[src/rtl/disp_pkg.sv]
// Shared constants for the syscall/display controller: source selects, FSM
// encodings and the active-low hex-to-segment table.
package disp_pkg;

    localparam logic [1:0] SEL_PRINT = 2'd0;
    localparam logic [1:0] SEL_CYC   = 2'd1;
    localparam logic [1:0] SEL_SYS   = 2'd2;
    localparam logic [1:0] SEL_PC    = 2'd3;

    localparam logic [0:0] ST_RUN  = 1'b0;
    localparam logic [0:0] ST_HALT = 1'b1;

    // Segments {g,f,e,d,c,b,a}, active-low; entry 15 is leftmost.
    localparam logic [15:0][6:0] HEX7_LUT = {
        7'h0E, 7'h06, 7'h21, 7'h46, 7'h03, 7'h08, 7'h10, 7'h00,
        7'h78, 7'h02, 7'h12, 7'h19, 7'h30, 7'h24, 7'h79, 7'h40
    };

endpackage

[src/rtl/hex7seg.sv]
// Purely combinational nibble to active-low 7-segment decoder.
module hex7seg
    import disp_pkg::*;
(
    input  logic [3:0] nibble,
    output logic [6:0] seg
);

    assign seg = HEX7_LUT[nibble];

endmodule

[src/rtl/syscall_disp_ctrl.sv]
// Syscall decode (halt / print latch), display source mux and multiplexed
// 7-segment digit scanner for the pipelined MIPS core.
module syscall_disp_ctrl
    import disp_pkg::*;
#(
    parameter int          SCAN_DIV  = 100000,
    parameter int          NDIG      = 8,
    parameter logic [31:0] HALT_CODE = 32'h0000000A
) (
    input  logic        clk,
    input  logic        rst,
    input  logic        syscall,
    input  logic [31:0] RF_A,
    input  logic [31:0] RF_B,
    input  logic [31:0] pc_in,
    input  logic [1:0]  sel,
    output logic        halt,
    output logic [31:0] disp_val,
    output logic [7:0]  an,
    output logic [7:0]  seg
);

    localparam int PW = $clog2(SCAN_DIV);

    logic [0:0]    state_q,     state_d;
    logic [31:0]   print_reg_q, print_reg_d;
    logic [31:0]   sys_cnt_q,   sys_cnt_d;
    logic [31:0]   cyc_cnt_q,   cyc_cnt_d;
    logic [31:0]   disp_val_q,  disp_val_d;
    logic [PW-1:0] presc_q,     presc_d;
    logic [2:0]    idx_q,       idx_d;
    logic [7:0]    an_q,        an_d;
    logic [7:0]    seg_q,       seg_d;
    logic [6:0]    seg7;
    logic          presc_wrap;

    // NOTE: every always_comb output gets a default first so no path can infer a latch.
    always_comb begin
        state_d     = state_q;
        print_reg_d = print_reg_q;
        sys_cnt_d   = sys_cnt_q;
        cyc_cnt_d   = cyc_cnt_q;
        if (state_q == ST_RUN) begin
            cyc_cnt_d = cyc_cnt_q + 32'd1;
            if (syscall) begin
                if (RF_A == HALT_CODE) begin
                    state_d = ST_HALT;
                end else begin
                    print_reg_d = RF_B;
                    sys_cnt_d   = sys_cnt_q + 32'd1;
                end
            end
        end
    end

    always_comb begin
        disp_val_d = print_reg_q;
        unique case (sel)
            SEL_PRINT: disp_val_d = print_reg_q;
            SEL_CYC:   disp_val_d = cyc_cnt_q;
            SEL_SYS:   disp_val_d = sys_cnt_q;
            SEL_PC:    disp_val_d = pc_in;
        endcase
    end

    hex7seg u_hex7seg (
        .nibble (disp_val_q[{idx_q, 2'b00} +: 4]),
        .seg    (seg7)
    );

    // The digit index advances only when the prescaler wraps; an/seg follow idx a cycle later.
    always_comb begin
        presc_wrap = (presc_q == PW'(SCAN_DIV - 1));
        presc_d    = presc_wrap ? '0 : presc_q + 1'b1;
        idx_d      = idx_q;
        if (presc_wrap) begin
            idx_d = (idx_q == 3'(NDIG - 1)) ? 3'd0 : idx_q + 3'd1;
        end
        an_d  = ~(8'd1 << idx_q);
        seg_d = {1'b1, seg7};
    end

    // NOTE: synchronous reset sampled on the clock edge; state uses non-blocking assignments only.
    always_ff @(posedge clk) begin
        if (rst) begin
            state_q     <= ST_RUN;
            print_reg_q <= '0;
            sys_cnt_q   <= '0;
            cyc_cnt_q   <= '0;
            disp_val_q  <= '0;
            presc_q     <= '0;
            idx_q       <= '0;
            an_q        <= 8'hFF;
            seg_q       <= 8'hFF;
        end else begin
            state_q     <= state_d;
            print_reg_q <= print_reg_d;
            sys_cnt_q   <= sys_cnt_d;
            cyc_cnt_q   <= cyc_cnt_d;
            disp_val_q  <= disp_val_d;
            presc_q     <= presc_d;
            idx_q       <= idx_d;
            an_q        <= an_d;
            seg_q       <= seg_d;
        end
    end

    assign halt     = (state_q == ST_HALT);
    assign disp_val = disp_val_q;
    assign an       = an_q;
    assign seg      = seg_q;

endmodule

[config.mk]
export PLATFORM = sky130hd
export DESIGN_NAME = syscall_disp_ctrl
export DESIGN_NICKNAME = d
export VERILOG_FILES = /design/src/rtl/disp_pkg.sv /design/src/rtl/hex7seg.sv /design/src/rtl/syscall_disp_ctrl.sv
export SDC_FILE = /design/constraint.sdc
export NUM_CORES = 1
export LEC_CHECK = 0
export CORE_UTILIZATION = 49
export CTS_BUF_LIST = sky130_fd_sc_hd__clkbuf_4 sky130_fd_sc_hd__clkbuf_8
export DETAILED_ROUTE_END_ITERATION = 8
export GPL_ROUTABILITY_DRIVEN = 0
export PLACE_DENSITY = 0.86
export SYNTH_ARGS = -nofsm -noshare
export SYNTH_HDL_FRONTEND = slang
export SYNTH_HIERARCHICAL = 1
export SYNTH_SLANG_ARGS = --single-unit
export TNS_END_PERCENT = 10
[constraint.sdc]
create_clock -name clk -period 2.8 [get_ports clk]
set_clock_uncertainty 0.15 [all_clocks]
set_input_delay 0.56 -clock clk [delete_from_list [all_inputs] [get_ports clk]]
set_output_delay 0.56 -clock clk [all_outputs]
set_load 0.005 [all_outputs]
# == Yosys cells after proc, flatten, opt, wreduce, memory -nomap -nowiden ==
# Memories as Yosys holds them, arrays and structs flattened. A register that Yosys moved wholly into a read port is not among the register bits.
# Cells that the tools add are included.
# totals
regBits,158
latch_bits,0
ram_bits,0
romBits,112
in_bits,101
out_inout_bits,49
elab_cells,33
memories,1
# classes
add_sub_neg,4
n_mul,0
n_div,0
order_cmp,0
eq_ne,6
n_shift,2
mux,5
bitwise_logic,3
n_reduce_logical,3
# memory_table
memory,depth,word_bits,rd,rd_ports_with_merged_regs,wr,line,text
(no name shown),16,7,1,1,0,hex7seg.sv:9,assign seg = HEX7_LUT[nibble];
# ops
cell,count
one-hot mux 32 bit (4 select lines),1
"adder 32 x 1 -> 32 bit, second input constant",2
"equality test 32 x 4 -> 1 bit, second input constant",1
indexed part select 32 x 6 -> 4 bit,1
"adder 17 x 1 -> 17 bit, second input constant",1
"equality test 17 bit, second input constant",1
inverter 8 bit,1
"left shift 1 x 3 -> 8 bit, first input constant",1
"equality test 2 bit, second input constant",2
"adder 3 x 1 -> 3 bit, second input constant",1
"equality test 3 bit, second input constant",1
2-to-1 mux 1 bit,3
2-to-1 mux 3 bit,1
AND reduction 3 bit,1
"equality test 2 x 1 -> 1 bit, second input constant",1
logical NOT 2 bit,1
inverter 1 bit,2
OR reduction 2 bit,1

# == Longest topological paths before layout ==
# depth
depth_word,4
ltp_mapped,10
depth_no_buf,9

# == By module ==
# Netlist, hierarchy kept.
# by_module_without_submodules
mod,n_inst,cells_each,area_per_inst_um2,seq_area_each_um2
syscall_disp_ctrl,1,768,7414.6,3283.1
hex7seg,1,35,270.3,0.0

# == Least setup slack after synthesis ==
# OpenSTA, ideal clock, no wires.
# synth_timing
path_type,register to register
from,reg idx_q[0]
to,"reg seg_q[3], in the netlist seg[3]"
setup_ns,0.123
arrival_time_ns,2.353
t_required_ns,2.527
slack_ns,0.173
path_stages_with_launch,10
n_path_buf,1
period_less_slack_ns,2.627
cell_sequence,dfxtp_1 buf_2 mux4_2 nand2_1 nand2_1 inv_1 ha_1 inv_1 mux4_2 or2_2
# synth_via
elab_chain_len,1
# synth_rtl
element,line,text
start: declaration,syscall_disp_ctrl.sv:31,"logic [2:0] idx_q, idx_d;"
start signal: assignment,syscall_disp_ctrl.sv:102,idx_q <= idx_d;
indexed part select 32 x 6 -> 4 bit,syscall_disp_ctrl.sv:67,".nibble (disp_val_q[{idx_q, 2'b00} +: 4]),"
end: declaration,syscall_disp_ctrl.sv:33,"logic [7:0] seg_q, seg_d;"
# Every way passes these cells.
# A chain may end at the register's enable or synchronous reset.

# == Worst setup path in the final report ==
# Ends and elaborated chain as after synthesis.

==> flow_results.xml <==
<?xml version="1.0" encoding="UTF-8"?>
<metrics>
  <group name="drt">
    <metric name="detail_route.iter0.violations" unit="">682</metric>
    <metric name="antenna_violating_nets_post_route" unit="">0</metric>
    <metric name="wl_met3" unit="mm">1.50</metric>
    <metric name="dr.max_layer_used" unit="">met5</metric>
    <metric name="detail_route.wirelength.met1" unit="mm">8.28</metric>
    <metric name="post_drt_via_cell_ratio" unit="">5.61</metric>
    <metric name="drt-total-wl" unit="mm">19.6</metric>
    <metric name="drc" unit="">0</metric>
    <metric name="via_count" unit="">6546</metric>
    <metric name="routedWlPerCell" unit="um">16.8</metric>
    <metric name="met2WireLength" unit="mm">9.32</metric>
    <metric name="detail_route.first_pass.iterations" unit="">5</metric>
  </group>
  <group name="critical_path">
    <metric name="critPathLaunchType" unit="">flop</metric>
    <metric name="delay_of_the_slowest_cell_on_the_worst_path" unit="ns">0.53</metric>
    <metric name="critical_path.max_fanout" unit="">7</metric>
    <metric name="crit_path_cell_trace" unit="">mux4_2, nand2_1, nand2_1, inv_1, ha_1, inv_1, mux4_2, or2_2</metric>
    <metric name="timing.critical_path.to_type" unit="">flop</metric>
    <metric name="crit_required" unit="ns">3.01</metric>
    <metric name="worst_path_max_delay_cell" unit="">sky130_fd_sc_hd__mux4_2</metric>
    <metric name="timing.setup.critical_path_class" unit="">flop to flop</metric>
    <metric name="crit_arrival" unit="ns">2.83</metric>
  </group>
  <group name="cts">
    <metric name="htreeDepth" unit="">4</metric>
    <metric name="clock_insertion_delay_worst_skew" unit="ns">0.47</metric>
    <metric name="tritoncts_clock_tree" unit="">yes</metric>
    <metric name="number_of_cts_inserted_buffers" unit="">17</metric>
    <metric name="clockBufferDepth" unit="">2</metric>
    <metric name="buffer_count_from_post_cts_setup_fixing" unit="">0</metric>
    <metric name="cts-root-buf" unit="">sky130_fd_sc_hd__clkbuf_8</metric>
    <metric name="cts_resized" unit="">0</metric>
    <metric name="clock_sink_count" unit="">164</metric>
    <metric name="path_clk_slew" unit="ns">0.08</metric>
    <metric name="cts_hold_buf" unit="">0</metric>
  </group>
  <group name="timing">
    <metric name="timing.slew.headroom" unit="%">60.3</metric>
    <metric name="timing.setup.tns" unit="ns">0</metric>
    <metric name="unrepaired_setup_endpoints_after_global_routing" unit="">no</metric>
    <metric name="period_minus_slack" unit="ns">2.63</metric>
    <metric name="finalCritPeriodShare" unit="%">93.8</metric>
    <metric name="final-hold-violation-count" unit="">0</metric>
    <metric name="setup_viol" unit="">0</metric>
    <metric name="worst_slew_pin_slew" unit="ns">0.590</metric>
    <metric name="hold_slack" unit="ns">0.156</metric>
    <metric name="max_freq" unit="MHz">381</metric>
    <metric name="report.final.slew_viol_count" unit="">0</metric>
  </group>
  <group name="grt">
    <metric name="grt_start_max_net_pins" unit="">102</metric>
    <metric name="grt_remaining_overflow" unit="">0</metric>
    <metric name="grt_pass1_vias" unit="">6046</metric>
    <metric name="wire_length_of_the_first_global_routing_pass" unit="mm">30.8</metric>
    <metric name="grt_usage" unit="%">25.0</metric>
    <metric name="grt_antenna_before_repair" unit="">0</metric>
  </group>
  <group name="synth">
    <metric name="synth_enable_flop_cells" unit="">0</metric>
    <metric name="synthesis.instances" unit="">803</metric>
    <metric name="synth_seq_cells" unit="">164</metric>
    <metric name="synth-seq-area-share" unit="%">42.7</metric>
    <metric name="postSynth.asyncResetShare" unit="%">0</metric>
    <metric name="synth.avg_cell_area" unit="um^2">9.57</metric>
    <metric name="syn-num-nets" unit="">920</metric>
    <metric name="synth_flop_cell" unit="">sky130_fd_sc_hd__dfxtp_1</metric>
    <metric name="synth_area" unit="um^2">7680</metric>
    <metric name="count_of_different_cell_masters_after_synthesis" unit="">53</metric>
    <metric name="yosysWarningCount" unit="">6</metric>
  </group>
  <group name="power_and_ir_drop">
    <metric name="seq_power_share" unit="%">53.1</metric>
    <metric name="switchingPower" unit="uW">1110</metric>
    <metric name="power.switching_fraction" unit="%">24.1</metric>
    <metric name="comb_power_share" unit="%">10.9</metric>
    <metric name="leakage" unit="uW">0.00348</metric>
    <metric name="report.power.total" unit="uW">4610</metric>
    <metric name="pwr-share-clk" unit="%">36.0</metric>
    <metric name="p_int" unit="uW">3490</metric>
    <metric name="cell_area_power_density" unit="nW/um^2">471</metric>
    <metric name="ir_drop" unit="mV">0.312</metric>
  </group>
  <group name="floorplan">
    <metric name="floorplan.core_area" unit="um^2">15300</metric>
    <metric name="die_h" unit="um">127</metric>
    <metric name="die-area" unit="um^2">16200</metric>
    <metric name="initial_cell_density_of_the_core" unit="%">50.4</metric>
    <metric name="core.rowCount" unit="">45</metric>
    <metric name="ioPinCount" unit="">150</metric>
    <metric name="die_width" unit="um">127</metric>
  </group>
  <group name="placed_design">
    <metric name="dpl.hpwl" unit="mm">14.3</metric>
    <metric name="io_buffers" unit="">148</metric>
    <metric name="placedCellCount" unit="">1136</metric>
  </group>
  <group name="finish">
    <metric name="layout_common_cells" unit="">sky130_fd_sc_hd__dfxtp_1, sky130_fd_sc_hd__clkdlybuf4s50_1, sky130_fd_sc_hd__nand2_1</metric>
    <metric name="seq_area" unit="um^2">3280</metric>
    <metric name="area_of_the_multi_input_gates" unit="um^2">4130</metric>
    <metric name="mostFrequentLayoutCell" unit="">sky130_fd_sc_hd__dfxtp_1</metric>
    <metric name="insertedDiodeCount" unit="">0</metric>
    <metric name="drive_gt1_share" unit="%">11.9</metric>
    <metric name="final_nets" unit="">1061</metric>
    <metric name="finalNonFillerCells" unit="">1166</metric>
    <metric name="final.fill_count" unit="">1171</metric>
    <metric name="postLayoutCoreUtil" unit="%">64.1</metric>
    <metric name="area_growth_syn_to_layout" unit="%">27.2</metric>
  </group>
  <group name="run">
    <metric name="max-cap-violations" unit="">0</metric>
  </group>
  <group name="status">
    <metric name="status" unit="">complete, no violations</metric>
  </group>
  <group name="hold_path">
    <metric name="worst_min_delay_path_class" unit="">primary input to flop</metric>
  </group>
</metrics>
[metal layers]
metal	GRT usage, %	vias up
li1	-	3097
met1	32.5	3092
met2	41.1	311
met3	4.94	44
met4	9.59	2
met5	0	-
[cells by family after synthesis]
group | after synthesis | share of synthesized area [%]
mux | 48 | 13.0
compound gates | 95 | 7.41
fa+ha+maj | 16 | 2.60
buf+inv | 61 | 3.48
simple gates | 358 | 23.9
other cells | 1 | 0.0488
xor+xnor | 60 | 6.84
flops | 164 | 42.7
[power groups by stage]
stage          Sequential (uW)  Clock [uW]  Combinational, uW
2_1_floorplan             2480           0                233
3_3_place_gp              2500           0                487
3_5_place_dp              2500           0                499
4_1_cts                   2440        1680                503
5_1_grt                   2450        1760                543
6_report                  2440        1660                502
[Yosys cell counts, drive strengths merged (3+ instances only)]
| cell | instances | share of area (%) |
|---|---|---|
| inv | 15 | 0.73 |
| and4b | 4 | 0.54 |
| o21ai | 19 | 1.4 |
| nor3 | 10 | 0.65 |
| and2 | 5 | 0.41 |
| dfxtp | 164 | 43 |
| o2111ai | 9 | 1.0 |
| ha | 16 | 2.6 |
| nand2 | 104 | 5.1 |
| o211ai | 8 | 0.96 |
| clkbuf | 24 | 1.2 |
| buf | 22 | 1.6 |
| nand4 | 21 | 2.0 |
| mux4 | 41 | 12 |
| mux2i | 6 | 0.78 |
| nor2 | 84 | 4.1 |
| nand3 | 20 | 1.3 |
| or2 | 9 | 0.73 |
| nand2b | 5 | 0.41 |
| nor4 | 18 | 1.7 |
| or3 | 13 | 1.1 |
| xor2 | 33 | 3.8 |
| xnor2 | 27 | 3.1 |
| and3 | 12 | 0.99 |
| a21oi | 54 | 3.5 |
| nor2b | 36 | 2.9 |
| or4 | 3 | 0.29 |
| and4 | 8 | 0.91 |
| o31ai | 3 | 0.29 |
[cell type report]
cell class                      instances  share of cell area, %
Timing Repair Buffer                  168                   17.0
Tap cell                              211                   2.70
Sequential cell                       164                   33.6
Clock inverter                         12                   1.38
Multi-Input combinational cell        578                   42.3
Inverter                               15                  0.576
Clock buffer                           18                   2.47
[worst max-delay path: cells and delay by family, from the launching register on]
family | cells | cell delay (ns)
fa+ha+maj | 1 | 0.18
simple gates | 3 | 0.50
buf+inv | 2 | 0.25
mux | 2 | 0.97
flops | 1 | 0.46
[path summary, 6_finish.rpt]
path                               startpoint                          end  slack, ns  cells after the start
setup reg to reg        idx_q[0]$_SDFFE_PP0N_            seg[3]$_SDFF_PP1_       0.17                      8
hold / removal                            rst        presc_q[2]$_SDFF_PP0_       0.16                      2
hold reg to reg   print_reg_q[2]$_SDFFE_PP0P_  print_reg_q[2]$_SDFFE_PP0P_       0.31                      2
setup / recovery        idx_q[0]$_SDFFE_PP0N_            seg[3]$_SDFF_PP1_       0.17                      8
[metrics by stage]
| stage | cell area, um^2 | setup slack [ns] |
|---|---|---|
| floorplan | 7680 | 0.173 |
| global placement | 9400 | 0.181 |
| detailed placement | 9400 | 0.0276 |
| CTS | 9780 | 0.0145 |
| global route | 9780 | 0.0757 |
| finish | 9780 | 0.175 |
[flip-flops by register name, summed over array words and instances (netlist names), 3 cells and up]
signal and cells:
idx_q 3, sys_cnt_q 32, print_reg_q 32, cyc_cnt_q 32, an 8, seg 7
disp_val 32, presc_q 17
Note: power is estimated with default switching activity, not from simulation.
